--- src/rtl/ds_pkg.sv ---
// Shared widths, FSM encoding and rounding helper for the 2x2 box downsampler.
package ds_pkg;

  localparam int ADDR_W = 16;
  localparam int DATA_W = 8;
  localparam int SUM_W  = 10;
  localparam int CNT_W  = 8;

  localparam logic [SUM_W-1:0] RND = SUM_W'(2);

  typedef enum logic [2:0] {
    IDLE = 3'd0,
    RD0  = 3'd1,
    RD1  = 3'd2,
    RD2  = 3'd3,
    RD3  = 3'd4,
    ACC  = 3'd5,
    WR   = 3'd6,
    DONE = 3'd7
  } state_t;

  // Sum of four bytes plus 2 never exceeds 1022, so the shifted result fits a byte.
  function automatic logic [DATA_W-1:0] round_avg(input logic [SUM_W-1:0] sum);
    logic [SUM_W-1:0] biased;
    biased = sum + RND;
    return biased[SUM_W-1:2];
  endfunction

endpackage

--- src/rtl/dram_addr_gen.sv ---
// Output-pixel walker: ox/oy counters plus source row/column and destination offsets,
// all formed by adders and stepped once per output pixel.
module dram_addr_gen
  import ds_pkg::*;
#(
  parameter int                IMG_W    = 128,
  parameter int                IMG_H    = 128,
  parameter logic [ADDR_W-1:0] SRC_BASE = 16'h0000,
  parameter logic [ADDR_W-1:0] DST_BASE = 16'h4000
) (
  input  logic              clk,
  input  logic              rst_n,
  input  logic              clear,
  input  logic              advance,
  output logic [ADDR_W-1:0] src_addr,
  output logic [ADDR_W-1:0] dst_addr,
  output logic              last_pixel
);

  localparam int OUT_W = IMG_W / 2;
  localparam int OUT_H = IMG_H / 2;
  localparam logic [CNT_W-1:0]  OX_LAST  = CNT_W'(OUT_W - 1);
  localparam logic [CNT_W-1:0]  OY_LAST  = CNT_W'(OUT_H - 1);
  localparam logic [ADDR_W-1:0] ROW_STEP = ADDR_W'(2 * IMG_W);

  logic [CNT_W-1:0]  ox_reg;
  logic [CNT_W-1:0]  oy_reg;
  logic [ADDR_W-1:0] row_off_reg;
  logic [ADDR_W-1:0] col_off_reg;
  logic [ADDR_W-1:0] dst_off_reg;
  logic              ox_last;
  logic              oy_last;

  assign ox_last    = (ox_reg == OX_LAST);
  assign oy_last    = (oy_reg == OY_LAST);
  assign last_pixel = ox_last && oy_last;
  assign src_addr   = SRC_BASE + col_off_reg;
  assign dst_addr   = DST_BASE + dst_off_reg;

  always_ff @(posedge clk or negedge rst_n) begin
    if (!rst_n) begin
      ox_reg      <= '0;
      oy_reg      <= '0;
      row_off_reg <= '0;
      col_off_reg <= '0;
      dst_off_reg <= '0;
    end else if (clear) begin
      ox_reg      <= '0;
      oy_reg      <= '0;
      row_off_reg <= '0;
      col_off_reg <= '0;
      dst_off_reg <= '0;
    end else if (advance) begin
      if (!ox_last) begin
        ox_reg      <= ox_reg + CNT_W'(1);
        col_off_reg <= col_off_reg + ADDR_W'(2);
        dst_off_reg <= dst_off_reg + ADDR_W'(1);
      end else if (!oy_last) begin
        // Column wrap: skip the odd source row that the previous block pair consumed.
        ox_reg      <= '0;
        oy_reg      <= oy_reg + CNT_W'(1);
        row_off_reg <= row_off_reg + ROW_STEP;
        col_off_reg <= row_off_reg + ROW_STEP;
        dst_off_reg <= dst_off_reg + ADDR_W'(1);
      end else begin
        ox_reg      <= '0;
        oy_reg      <= '0;
        row_off_reg <= '0;
        col_off_reg <= '0;
        dst_off_reg <= '0;
      end
    end
  end

endmodule

--- src/rtl/dram_box_downsampler.sv ---
// Frame sequencer: four byte reads per 2x2 block, rounded average, one byte write.
// Every memory-facing output is a register updated alongside the state.
module dram_box_downsampler
  import ds_pkg::*;
#(
  parameter int                IMG_W    = 128,
  parameter int                IMG_H    = 128,
  parameter logic [ADDR_W-1:0] SRC_BASE = 16'h0000,
  parameter logic [ADDR_W-1:0] DST_BASE = 16'h4000
) (
  input  logic              clk,
  input  logic              rst_n,
  input  logic              start,
  output logic              busy,
  output logic              done,
  output logic [ADDR_W-1:0] mem_addr,
  output logic              mem_read,
  output logic              mem_write,
  output logic [DATA_W-1:0] mem_wdata,
  input  logic [DATA_W-1:0] mem_rdata
);

  localparam logic [ADDR_W-1:0] ROW_OFF  = ADDR_W'(IMG_W);
  localparam logic [ADDR_W-1:0] ROW_OFF1 = ADDR_W'(IMG_W + 1);

  state_t            state_reg;
  logic [SUM_W-1:0]  sum_reg;
  logic              last_reg;
  logic [SUM_W-1:0]  rdata_ext;
  logic [ADDR_W-1:0] src_addr;
  logic [ADDR_W-1:0] dst_addr;
  logic              last_pixel;
  logic              clear;
  logic              advance;

  assign rdata_ext = SUM_W'(mem_rdata);
  assign clear     = (state_reg == IDLE) && start;
  // Stepping while entering WR lets the following RD0 use the next pixel's address.
  assign advance   = (state_reg == ACC);

  dram_addr_gen #(
    .IMG_W    (IMG_W),
    .IMG_H    (IMG_H),
    .SRC_BASE (SRC_BASE),
    .DST_BASE (DST_BASE)
  ) u_addr_gen (
    .clk        (clk),
    .rst_n      (rst_n),
    .clear      (clear),
    .advance    (advance),
    .src_addr   (src_addr),
    .dst_addr   (dst_addr),
    .last_pixel (last_pixel)
  );

  always_ff @(posedge clk or negedge rst_n) begin
    if (!rst_n) begin
      state_reg <= IDLE;
      busy      <= 1'b0;
      done      <= 1'b0;
      mem_addr  <= '0;
      mem_read  <= 1'b0;
      mem_write <= 1'b0;
      mem_wdata <= '0;
      sum_reg   <= '0;
      last_reg  <= 1'b0;
    end else begin
      done      <= 1'b0;
      mem_read  <= 1'b0;
      mem_write <= 1'b0;
      case (state_reg)
        IDLE: begin
          if (start) begin
            state_reg <= RD0;
            busy      <= 1'b1;
            mem_read  <= 1'b1;
            mem_addr  <= SRC_BASE;
          end
        end
        RD0: begin
          state_reg <= RD1;
          mem_read  <= 1'b1;
          mem_addr  <= src_addr + ADDR_W'(1);
        end
        // Read data lags its strobe by one cycle, so each state consumes the previous read.
        RD1: begin
          state_reg <= RD2;
          sum_reg   <= rdata_ext;
          mem_read  <= 1'b1;
          mem_addr  <= src_addr + ROW_OFF;
        end
        RD2: begin
          state_reg <= RD3;
          sum_reg   <= sum_reg + rdata_ext;
          mem_read  <= 1'b1;
          mem_addr  <= src_addr + ROW_OFF1;
        end
        RD3: begin
          state_reg <= ACC;
          sum_reg   <= sum_reg + rdata_ext;
        end
        ACC: begin
          state_reg <= WR;
          sum_reg   <= sum_reg + rdata_ext;
          mem_write <= 1'b1;
          mem_addr  <= dst_addr;
          mem_wdata <= round_avg(sum_reg + rdata_ext);
          last_reg  <= last_pixel;
        end
        WR: begin
          if (last_reg) begin
            state_reg <= DONE;
            busy      <= 1'b0;
            done      <= 1'b1;
          end else begin
            state_reg <= RD0;
            mem_read  <= 1'b1;
            mem_addr  <= src_addr;
          end
        end
        DONE: begin
          state_reg <= IDLE;
        end
        default: begin
          state_reg <= IDLE;
          busy      <= 1'b0;
        end
      endcase
    end
  end

endmodule

--- config.mk ---
export PLATFORM = sky130hd
export DESIGN_NAME = dram_box_downsampler
export DESIGN_NICKNAME = d
export VERILOG_FILES = /design/src/rtl/ds_pkg.sv /design/src/rtl/dram_addr_gen.sv /design/src/rtl/dram_box_downsampler.sv
export SDC_FILE = /design/constraint.sdc
export NUM_CORES = 1
export LEC_CHECK = 0
export CAP_MARGIN = 20
export CORE_MARGIN = 3
export CORE_UTILIZATION = 59
export CTS_CLUSTER_DIAMETER = 100
export DETAILED_ROUTE_END_ITERATION = 7
export GPL_ROUTABILITY_DRIVEN = 0
export PLACE_DENSITY = 0.79
export SETUP_SLACK_MARGIN = 0.15
export SLEW_MARGIN = 20
export SYNTH_ARGS = -nofsm -noshare
export SYNTH_HDL_FRONTEND = slang
export SYNTH_SLANG_ARGS = --single-unit
--- constraint.sdc ---
create_clock -name clk -period 2.65 [get_ports clk]
set_input_delay 0.3975 -clock clk [delete_from_list [all_inputs] [get_ports clk]]
set_output_delay 0.3975 -clock clk [all_outputs]
set_load 0.01 [all_outputs]
==> results of run 1 <==
## kinds of logic after synthesis
| logic type | count (synthesis) |
|---|---|
| muxes | 16 |
| and+or+nand+nor | 270 |
| DFF | 106 |
| xor gates and xnor gates | 52 |
| buffers and inverters | 56 |
| adders and majority gates | 18 |
| AOI/OAI and AO/OA | 205 |
## power groups by stage
| stage | sequential (uW) | clock [uW] | combinational (uW) |
|---|---|---|---|
| 3_3_place_gp | 2230 | 0 | 3720 |
| 3_5_place_dp | 2240 | 0 | 3870 |
| 4_1_cts | 2220 | 1080 | 3910 |
| 5_1_grt | 2270 | 1150 | 4420 |
| 6_report | 2220 | 1060 | 4040 |
| 2_1_floorplan | 2190 | 0 | 2480 |
## placed cells by master, fill, tap and decap left out, types with 5 or more instances in the layout
cell type          n
buf_4             54
mux2i_1           15
a221o_1            5
clkbuf_8          11
and4_1             5
a22oi_1           11
clkdlybuf4s50_1   36
a21oi_1           25
xor2_1            28
ha_1              13
a31oi_1            6
a21o_1            11
nor3_1             6
nand4_1            8
nand3_1           25
nor2b_1           15
and2_1             8
o21ai_1           11
inv_1             12
nor2_1            52
and3_1            17
a22o_1            10
o21ai_0           83
xnor2_1           22
nand2_1          105
dfrtp_1          105
## cell type report
| type | instances | share of cell area, % |
|---|---|---|
| well taps | 136 | 2.26 |
| clock inverters | 5 | 0.799 |
| flip-flops and latches | 106 | 35.3 |
| inverters | 13 | 0.649 |
| multi-input cells | 561 | 48.1 |
| clock buffers | 11 | 2.01 |
| repair buffers | 93 | 10.8 |
## timing repair
item / CTS / global route
setup buffers: 0 / 3
hold endpoints to repair: 0 / 0
gates resized for setup: 5 / 9
endpoints found under the setup margin: 5 / 10
gates cloned: 0 / 0
pin swaps: 3 / 8
## worst max-delay path, delay by kind of cell
family                   cells  cell delay (ns)
buffers and inverters        2             0.67
XOR/XNOR                     1             0.18
multiplexers                 1             0.18
AO/OA/AOI/OAI                4             0.76
adder cells (fa/ha/maj)      1             0.35
AND/OR/NAND/NOR              1             0.15
## routing by layer
metal | vias up | GRT usage, % | share of wire [%]
met1 | 2818 | 37.5 | 43
met2 | 227 | 42.4 | 47
met3 | 35 | 4.37 | 7.0
li1 | 2702 | - | -
met4 | 0 | 9.36 | 2.4
met5 | - | 0 | 0
## Yosys cell counts (all sizes together) (13+ instances only)
master	number
a21oi	27
and3	18
buf	24
clkbuf	19
dfrtp	106
ha	16
inv	13
mux2i	15
nand2	107
nand3	27
nor2	53
nor2b	15
o21ai	95
xnor2	24
xor2	28
## stage by stage
stage	area (um2)	TNS (ns)	instances	utilization, %	worst slack, ns
2_1_floorplan	6500	0	723	-	0.233
4_1_cts	7450	0	922	70.9	0.204
5_1_grt	7520	0	925	71.5	0.103
6_report	7520	0	925	71.5	0.231
3_3_place_gp	7230	-1.37	906	68.8	-0.304
3_5_place_dp	7230	-2.26	906	68.8	-0.385
## worst max-delay path by stage
| stage | start | endpoint | slack, ns |
|---|---|---|---|
| 2_1_floorplan | mem_rdata[0] | mem_wdata[7]$_DFFE_PN0P_ | 0.23 |
| 3_3_place_gp | mem_rdata[0] | mem_wdata[7]$_DFFE_PN0P_ | -0.30 |
| 3_5_place_dp | mem_rdata[0] | mem_wdata[7]$_DFFE_PN0P_ | -0.38 |
| 4_1_cts | sum_reg[0]$_DFFE_PN0P_ | mem_wdata[7]$_DFFE_PN0P_ | 0.20 |
| 5_1_grt | mem_rdata[3] | mem_wdata[7]$_DFFE_PN0P_ | 0.10 |
| 6_report | mem_rdata[3] | sum_reg[5]$_DFFE_PN0P_ | 0.23 |
==> key figures, run 1 <==
Cells and area
  – Proportion of layout cells with a drive suffix above 1: about 14%
  – Diode insertion count for antenna repair: 0
  – P&R area growth vs syn: 15.7%
  – Sequential cell area: between 2000 and 3000 um2
  – Layout filler cell count: between 700 and 800
  – Area taken by multi-input logic gates: about 3600 um2
  – Final-stage net count: 812

STA
  – Worst-case hold slack: -0.00977 ns
  – Final number of setup-violating endpoints: 0
  – Fraction of the cycle the final worst path needs: 91.3%
  – Final Hold Violating Endpoints: 14
  – Number of pins exceeding their max-slew limit in the final report: 0
  – Transition time at the pin with the least slew margin: 0.896 ns
  – Relative slew slack: 40.3%
  – Clock Skews: 0.00936 ns
  – Unrepaired setup endpoints after global routing: no
  – FMAX: just over 0.4 GHz
  – Clock period minus final worst setup slack: ~2.4 ns

Floorplanning
  – Placeable core region: about 11000 um2
  – Die ar.: roughly 12000 um2
  – Std cell rows: 37
  – Top-Level Pins: 39
  – DIE WIDTH: 111 um
  – Chip height: 111 um
  – Initial standard-cell utilization of the core: approximately three fifths

Yosys
  – Yosys warning count: 0
  – Synth Area in XOR/XNOR: 7.41%
  – Synth area leader: dfrtp_1
  – Top post-synthesis cells by area: dfrtp_1 (41%), o21ai_0 (6.5%), nand2_1 (6.1%)
  – Simple-gate share of the synthesized area: between 20% and 30%
  – EDFF count, synth: 0
  – Main combinational cell family by area after synthesis: compound AO/OA/AOI/OAI gates
  – Async SR Flop Fraction: 100%
  – Compound-gate portion of the synthesized area: 20.8%
  – Share of synthesized area occupied by flip-flops and latches: 40.8%
  – Synthesized instance count: just over 700
  – Post-synthesis adder-cell area fraction: under 10%
  – Flip-flop cell with the highest count after synthesis: dfrtp_1
  – Number of synthesized register bits: 106
  – Post-Syn Nets: 751
  – Fraction of synthesized area in multiplexers: between 2 and 2.5%
  – Number of distinct library cells after synthesis: between 80 and 90
  – Post-Syn Area per Cell: 8.99 um2
  – Fraction of synthesized cell area taken by the top area cell type: between 40% and 50%
  – Cell area after technology mapping: between 6000 and 7000 um2

Clock network
  – Clock Tree Buf Depth: 2
  – Reg clk slew, reported paths: 0.09 ns
  – CTS Hold Buffers Added: 0
  – H-tree depth reported by CTS: 3
  – CTS tree: built
  – CTS Root Cell: clkbuf_8
  – Latest clock arrival within the worst-skew pair: 0.39 ns
  – Sinks on Clock Net: ~110
  – CTS buffer count: 9

Outcome
  – Violated checks: hold timing
  – Run status: finished with violations

Setup path
  – Worst path required time: ~2.9 ns
  – Arrival time of the worst setup path: about 2.7 ns
  – R2r startpoint: sum_reg[0]$_DFFE_PN0P_
  – Cell type of the slowest stage on the worst timing path: clkdlybuf4s50_1
  – Delay contributed by the slowest stage of the critical path: roughly 0.51 ns
  – Worst Setup End Kind: flop
  – Most prevalent standard cell on the critical path: a21o_1
  – Critical R2R Capture: mem_wdata[7]$_DFFE_PN0P_
  – Critical path cell sequence: clkdlybuf4s50_1 > ha_2 > a21o_1 > a21oi_2 > nand2_1 > xnor2_1 > buf_4 > mux2i_1 > o21ai_0 > a21o_1
  – Nature of the critical path startpoint: input port
  – FF-to-FF path depth: 9
  – Critical path class: input port to flop
  – Max FO, Critical Path: 6
  – Slack of the worst reg-to-reg path: 0.27 ns

Global routing
  – Total Routing Usage GR: a little over a quarter
  – Vias in the first global route: 5499
  – Initial antenna violation count: 0
  – First-pass GRT wire length: between 20000 and 30000 um
  – Total congestion overflow after global routing: 0
  – Largest net degree at the start of global routing: 43

Routing
  – Number of vias per cell after detailed routing: approximately 6.3
  – Routed Antenna Nets: 0
  – Length of the first detailed-routing pass in iterations: 6
  – WL final: ~16000 um
  – Iteration-0 DRC Markers: 623
  – Routed WL per cell: between 15 and 20 um
  – Remaining DRCs: 0
  – Via count: around 5.8k

Pwr
  – Power Dens Cells: 975 nW/um2
  – Clk pwr share: between 10 and 15%
  – Largest voltage drop on the vdd net: about 520 uV
  – Switching power as a share of total power: a little over two fifths
  – Total power of the final layout: between 7000 and 8000 uW
  – Relative contribution of sequential cells to total power: between 30% and 40%
  – Share of total power in combinational logic: about 55%
  – Int Power: 4180 uW
  – Switching power: roughly 3100 uW
  – LEAKAGE: 0.00326 uW

Place
  – Port Buffers: 38
  – Post-DP HPWL: approximately 12000 um

Flow run
  – Max-capacitance violation count: 0

Worst hold path
  – Path type of the worst min-delay path: input port to async pin
Note: power is estimated with default switching activity, not from simulation.
==> inputs of run 2 (changes only) <==
- CTS_BUF_LIST: default -> sky130_fd_sc_hd__clkbuf_4
- clock period: 2.65 -> 2.97 ns (I/O delays scaled with it)
==> key figures, run 2 (synthesis results as in run 1) <==
Floorplanning
  – Std cell rows: 37 (unchanged)
  – Chip height: 111 um (unchanged)
  – Top-Level Pins: 39 (unchanged)
  – DIE WIDTH: 111 um (unchanged)
  – Die ar.: 12300 um2 (unchanged)
  – Initial standard-cell utilization of the core: 61.8% (unchanged)
  – Placeable core region: 10500 um2 (unchanged)

STA
  – Final number of setup-violating endpoints: 0 (unchanged)
  – Clock period minus final worst setup slack: 2.59 ns
  – Relative slew slack: 46.9% (was 40.3%)
  – Transition time at the pin with the least slew margin: 0.797 ns (was 0.896 ns)
  – Fraction of the cycle the final worst path needs: between 80% and 90%
  – Number of pins exceeding their max-slew limit in the final report: 0 (unchanged)
  – Final Hold Violating Endpoints: 0 (was 14)
  – FMAX: 0.385 GHz
  – Unrepaired setup endpoints after global routing: no (unchanged)
  – Clock Skews: 0.0212 ns (was 0.00936 ns)

Place
  – Placed instance area: 7020 um2 (was 7230 um2)
  – Total placed cells including tap cells: 878 (was 906)
  – Post-DP HPWL: 11200 um (was 11800 um)
  – Port Buffers: 38 (unchanged)

Setup path
  – Max FO, Critical Path: 3 (was 6)
  – Nature of the critical path startpoint: input port (unchanged)
  – Worst Setup End Kind: flop (unchanged)
  – Worst path required time: 3.37 ns (was 2.93 ns)
  – Arrival time of the worst setup path: 2.99 ns (was 2.70 ns)
  – Critical path class: input port to flop (unchanged)

Routing
  – Length of the first detailed-routing pass in iterations: 5 (was 6)
  – Number of vias per cell after detailed routing: 6.26 (was 6.25)
  – Iteration-0 DRC Markers: 604 (was 623)
  – Routed WL per cell: 17.2 um (was 17.7 um)
  – WL final: 15400 um (was 16400 um)
  – Via count: 5592 (was 5782)
  – Routed Antenna Nets: 0 (unchanged)
  – Remaining DRCs: 0 (unchanged)

Pwr
  – Int Power: 3310 uW (was 4180 uW)
  – Switching power as a share of total power: 44.6% (was 42.9%)
  – Clk pwr share: 12.5% (was 14.5%)
  – LEAKAGE: 0.00307 uW (was 0.00326 uW)
  – Largest voltage drop on the vdd net: 525 uV (was 524 uV)
  – Relative contribution of sequential cells to total power: 33.2% (was 30.3%)
  – Switching power: 2670 uW (was 3150 uW)
  – Power Dens Cells: 836 nW/um2 (was 975 nW/um2)
  – Share of total power in combinational logic: 54.2% (was 55.1%)

Clock network
  – CTS buffer count: 9 (unchanged)
  – Sinks on Clock Net: 106 (unchanged)
  – CTS Hold Buffers Added: 0 (unchanged)
  – Clock Tree Buf Depth: 2 (unchanged)
  – Reg clk slew, reported paths: 0.16 ns (was 0.09 ns)
  – Latest clock arrival within the worst-skew pair: 0.47 ns (was 0.39 ns)
  – CTS Root Cell: clkbuf_4 (was clkbuf_8)
  – Post-cts gate resize count: 0 (was 5)
  – CTS tree: built (unchanged)
  – Setup repair bufs after CTS: 0 (unchanged)
  – H-tree depth reported by CTS: 3 (unchanged)

Cells and area
  – Final non-filler cell area: 7160 um2 (was 7520 um2)
  – Layout filler cell count: 860 (was 790)
  – Final core occ: 68.1% (was 71.5%)
  – Proportion of layout cells with a drive suffix above 1: 8.97% (was 13.7%)
  – Most common cell after layout, fill and taps aside: dfrtp_1
  – Final-stage net count: 781 (was 812)
  – P&R area growth vs syn: 10.1% (was 15.7%)
  – Top library cells by usage in the layout, fill and taps aside: dfrtp_1 (106), nand2_1 (105), o21ai_0 (84) (was nand2_1 (105), dfrtp_1 (105), o21ai_0 (83))
  – Diode insertion count for antenna repair: 0 (unchanged)
  – Number of standard cells in the final layout excluding fillers: 894 (was 925)

Flow run
  – Max-capacitance violation count: 0 (unchanged)

Outcome
  – Run status: completed (was finished with violations)

Global routing
  – Global routing met3 resource utilization: 3.77% (was 4.37%)
  – Initial antenna violation count: 0 (unchanged)
  – Vias in the first global route: 5192 (was 5499)
  – First-pass GRT wire length: 26100 um (was 27300 um)
  – Total congestion overflow after global routing: 0 (unchanged)
  – Largest net degree at the start of global routing: 60 (was 43)
  – Top Usage Layer GRT: met2 (unchanged)
  – Met2 Usage GRT: 40.5% (was 42.4%)
  – Met1 demand-to-capacity share in global routing: 36.7% (was 37.5%)
  – Total Routing Usage GR: 25.5% (was 26.8%)

Worst hold path
  – Path type of the worst min-delay path: input port to async pin (unchanged)
-- run 2: layer usage --
metal	wire [um]	part of all wire (%)
met1	6990	46
met2	7190	47
met3	863	5.6
met4	308	2.0
met5	0	0
-- run 2: area by class of cell --
type                    instances  area (um2)  share of cell area [%]
multi-input cells             561        3570                    49.9
clock buffers                  10        75.1                    1.05
clock inverters                 6        65.1                   0.909
flip-flops and latches        106        2650                    37.1
inverters                      13        48.8                   0.682
well taps                     136         170                    2.38
repair buffers                 62         571                    7.97
-- run 2: final timing paths --
| path | slack, ns | to | depth (start not counted) | start |
|---|---|---|---|---|
| worst max-delay path | 0.38 | mem_wdata[7]$_DFFE_PN0P_ | 11 | mem_rdata[0] |
| worst min-delay path | 0.01 | mem_read$_DFF_PN0_ | 1 | rst_n |
| worst max register to register | 0.38 | u_addr_gen.dst_off_reg[8]$_DFFE_PN0P_ | 8 | u_addr_gen.ox_reg[1]$_DFFE_PN0P_ |
| worst min register to register | 0.49 | mem_addr[7]$_DFFE_PN0P_ | 2 | mem_addr[7]$_DFFE_PN0P_ |
| max in group asynchronous | 2.18 | mem_wdata[0]$_DFFE_PN0P_ | 2 | rst_n |
| min in group clk | 0.49 | mem_addr[7]$_DFFE_PN0P_ | 2 | mem_addr[7]$_DFFE_PN0P_ |
-- run 2: worst max-delay path, stage by stage --
cell and delay, ns:
clkdlybuf4s50_1 0.48, ha_1 0.17, inv_1 0.06, fa_1 0.39, and2b_4 0.28, o22ai_2 0.11, xnor2_4 0.20, nand3_4 0.11
a2111oi_4 0.41, nand4_1 0.14, a31oi_1 0.18
-- run 2: power by group through the flow --
stage / Combinational, uW / Clock [uW] / Sequential [uW]
floorplan: 2210 / 0 / 1960
global placement: 3070 / 0 / 2000
detailed placement: 3190 / 0 / 2010
CTS: 3210 / 767 / 1990
global route: 3530 / 829 / 2030
finish: 3240 / 750 / 1990
-- run 2: stage by stage --
| step | setup TNS [ns] | power [uW] | hold slack [ns] | worst slack (ns) |
|---|---|---|---|---|
| 6_report | 0 | 5980 | 0.0136 | 0.376 |
| 4_1_cts | 0 | 5960 | 0.0388 | 0.369 |
| 5_1_grt | 0 | 6390 | 0.0504 | 0.169 |
| 3_3_place_gp | -0.00494 | 5070 | 0.463 | -0.00494 |
| 2_1_floorplan | 0 | 4170 | 0.150 | 0.505 |
| 3_5_place_dp | -0.223 | 5200 | 0.456 | -0.118 |
==> inputs of run 3 (changes only) <==
- CORE_MARGIN: 3 -> 2
- clock period: 2.97 -> 3.2 ns (I/O delays scaled with it)
==> key figures, run 3 (synthesis results as in run 1) <==
Setup path
  – Slack of the worst reg-to-reg path: 0.61 ns (was 0.38 ns)
  – Delay contributed by the slowest stage of the critical path: 0.48 ns (about the same)
  – Critical path cell sequence: clkdlybuf4s50_1 > ha_1 > inv_1 > fa_1 > and2b_4 > o22ai_2 > xnor2_4 > nand3_4 > a2111oi_4 > nand4_1 > a31oi_1 (unchanged)
  – Number of stages on the worst setup path: 11 (unchanged)
  – Nature of the critical path startpoint: input port (unchanged)
  – Combined buffer and inverter count along the critical path: 2 (unchanged)
  – Worst Setup End Kind: flop (unchanged)
  – Arrival time of the worst setup path: 3.09 ns (was 2.99 ns)
  – Worst path required time: 3.64 ns (was 3.37 ns)
  – Top delay family on crit path: compound AO/OA/AOI/OAI gates (unchanged)
  – Max FO, Critical Path: 3 (unchanged)
  – Cell type of the slowest stage on the worst timing path: clkdlybuf4s50_1 (unchanged)
  – Critical path class: input port to flop (unchanged)
  – FF-to-FF path depth: 10 (was 8)

STA
  – Final Hold Violating Endpoints: 0 (unchanged)
  – Worst-case hold slack: 0.0538 ns (was 0.0136 ns)
  – FMAX: about 0.38 GHz
  – Setup total negative slack: 0 ns (unchanged)
  – Fraction of the cycle the final worst path needs: between 80 and 90%
  – Unrepaired setup endpoints after global routing: no (unchanged)
  – Number of pins exceeding their max-slew limit in the final report: 0 (unchanged)
  – Clock Skews: 0.0246 ns (was 0.0212 ns)
  – Final number of setup-violating endpoints: 0 (unchanged)
  – Relative slew slack: 46.8% (was 46.9%)
  – Clock period minus final worst setup slack: 2.65 ns
  – Transition time at the pin with the least slew margin: 0.798 ns (was 0.797 ns)

Cells and area
  – Number of standard cells in the final layout excluding fillers: 887 (was 894)
  – Proportion of layout cells with a drive suffix above 1: 7.63% (was 8.97%)
  – Top library cells by usage in the layout, fill and taps aside: dfrtp_1 (106), nand2_1 (105), o21ai_0 (84) (unchanged)
  – Layout filler cell count: 890 (was 860)
  – P&R area growth vs syn: 9.93% (was 10.1%)
  – Most common cell after layout, fill and taps aside: dfrtp_1 (unchanged)
  – Final-stage net count: 770 (was 781)
  – Final core occ: 66.2% (was 68.1%)
  – Diode insertion count for antenna repair: 0 (unchanged)

Clock network
  – Clock Tree Buf Depth: 2 (unchanged)
  – Post-cts gate resize count: 0 (unchanged)
  – CTS Root Cell: clkbuf_4 (unchanged)
  – Sinks on Clock Net: 106 (unchanged)
  – H-tree depth reported by CTS: 3 (unchanged)
  – CTS Hold Buffers Added: 0 (unchanged)
  – CTS tree: built (unchanged)
  – Reg clk slew, reported paths: 0.17 ns (was 0.16 ns)
  – Latest clock arrival within the worst-skew pair: 0.50 ns (was 0.47 ns)
  – CTS buffer count: 9 (unchanged)
  – Setup repair bufs after CTS: 0 (unchanged)

Pwr
  – Largest voltage drop on the vdd net: 640 uV (was 525 uV)
  – Total power of the final layout: 5670 uW (was 5980 uW)
  – Power Dens Cells: 794 nW/um2 (was 836 nW/um2)
  – LEAKAGE: 0.00305 uW (was 0.00307 uW)

Global routing
  – Total congestion overflow after global routing: 0 (unchanged)
  – Total Routing Usage GR: 28.6% (was 25.5%)
  – Largest net degree at the start of global routing: 61 (was 60)
  – Initial antenna violation count: 0 (unchanged)
  – Vias in the first global route: 5530 (was 5192)
  – First-pass GRT wire length: 26500 um (was 26100 um)

Routing
  – Length of the first detailed-routing pass in iterations: 5 (unchanged)
  – Remaining DRCs: 0 (unchanged)
  – Iteration-0 DRC Markers: 476 (was 604)
  – Routed Antenna Nets: 0 (unchanged)
  – WL final: 15800 um (was 15400 um)
  – Via count: 5580 (was 5592)
  – Routed WL per cell: 17.8 um (was 17.2 um)
  – Number of vias per cell after detailed routing: 6.29 (was 6.26)

Floorplanning
  – Initial standard-cell utilization of the core: 60.2% (was 61.8%)
  – Top-Level Pins: 39 (unchanged)
  – DIE WIDTH: 109 um (was 111 um)
  – Placeable core region: 10800 um2 (was 10500 um2)
  – Std cell rows: 38 (was 37)
  – Die ar.: 11900 um2 (was 12300 um2)
  – Chip height: 109 um (was 111 um)

Worst hold path
  – Path type of the worst min-delay path: input port to async pin (unchanged)

Place
  – Total placed cells including tap cells: 871 (was 878)
  – Port Buffers: 38 (unchanged)
  – Post-DP HPWL: 11100 um (was 11200 um)

Flow run
  – Max-capacitance violation count: 0 (unchanged)

Outcome
  – Run status: completed (unchanged)
==> run 3: worst register-to-register path, cell delays in order (launching register included) <==
cell and delay [ns]:
dfrtp_1 0.41, ha_1 0.19, inv_1 0.06, fa_1 0.39
and2b_4 0.29, o22ai_2 0.12, xnor2_4 0.20, nand3_4 0.11
a2111oi_4 0.42, nand4_1 0.16, a31oi_1 0.19
==> run 3: worst paths after layout <==
| path | start | endpoint |
|---|---|---|
| worst min register to register | mem_addr[7]$_DFFE_PN0P_ | mem_addr[7]$_DFFE_PN0P_ |
| worst min-delay path | rst_n | u_addr_gen.col_off_reg[14]$_DFFE_PN0P_ |
| max in group asynchronous | rst_n | u_addr_gen.row_off_reg[15]$_DFFE_PN0P_ |
| worst max-delay path | mem_rdata[0] | mem_wdata[7]$_DFFE_PN0P_ |
| worst max register to register | sum_reg[0]$_DFFE_PN0P_ | mem_wdata[7]$_DFFE_PN0P_ |
| min in group clk | mem_addr[7]$_DFFE_PN0P_ | mem_addr[7]$_DFFE_PN0P_ |
==> run 3: area by class of cell <==
class | instances | area, um2 | share of cell area (%)
well taps | 140 | 175 | 2.45
clock buffers | 9 | 67.6 | 0.946
inverters | 13 | 48.8 | 0.683
clock inverters | 7 | 139 | 1.94
multi-input cells | 561 | 3570 | 50.0
flip-flops and latches | 106 | 2650 | 37.1
repair buffers | 51 | 488 | 6.83
==> run 3: metrics by stage <==
stage | instance area, um2 | setup slack (ns)
detailed placement | 6940 | 0.0608
CTS | 7140 | 0.615
global placement | 6940 | 0.160
floorplan | 6500 | 0.700
global route | 7140 | 0.362
finish | 7140 | 0.552
==> run 3: power by group <==
part | internal, uW | switching (uW)
sequential | 1590 | 266
combinational | 1140 | 1730
clock | 474 | 470
==> run 3: layer usage <==
layer / global-route usage (%) / vias to the layer above / routed length, um
met5: 0 / - / 0
met4: 10.1 / 0 / 329
met3: 5.86 / 34 / 938
met2: 46.7 / 203 / 7590
met1: 37.7 / 2721 / 6930
li1: - / 2622 / -
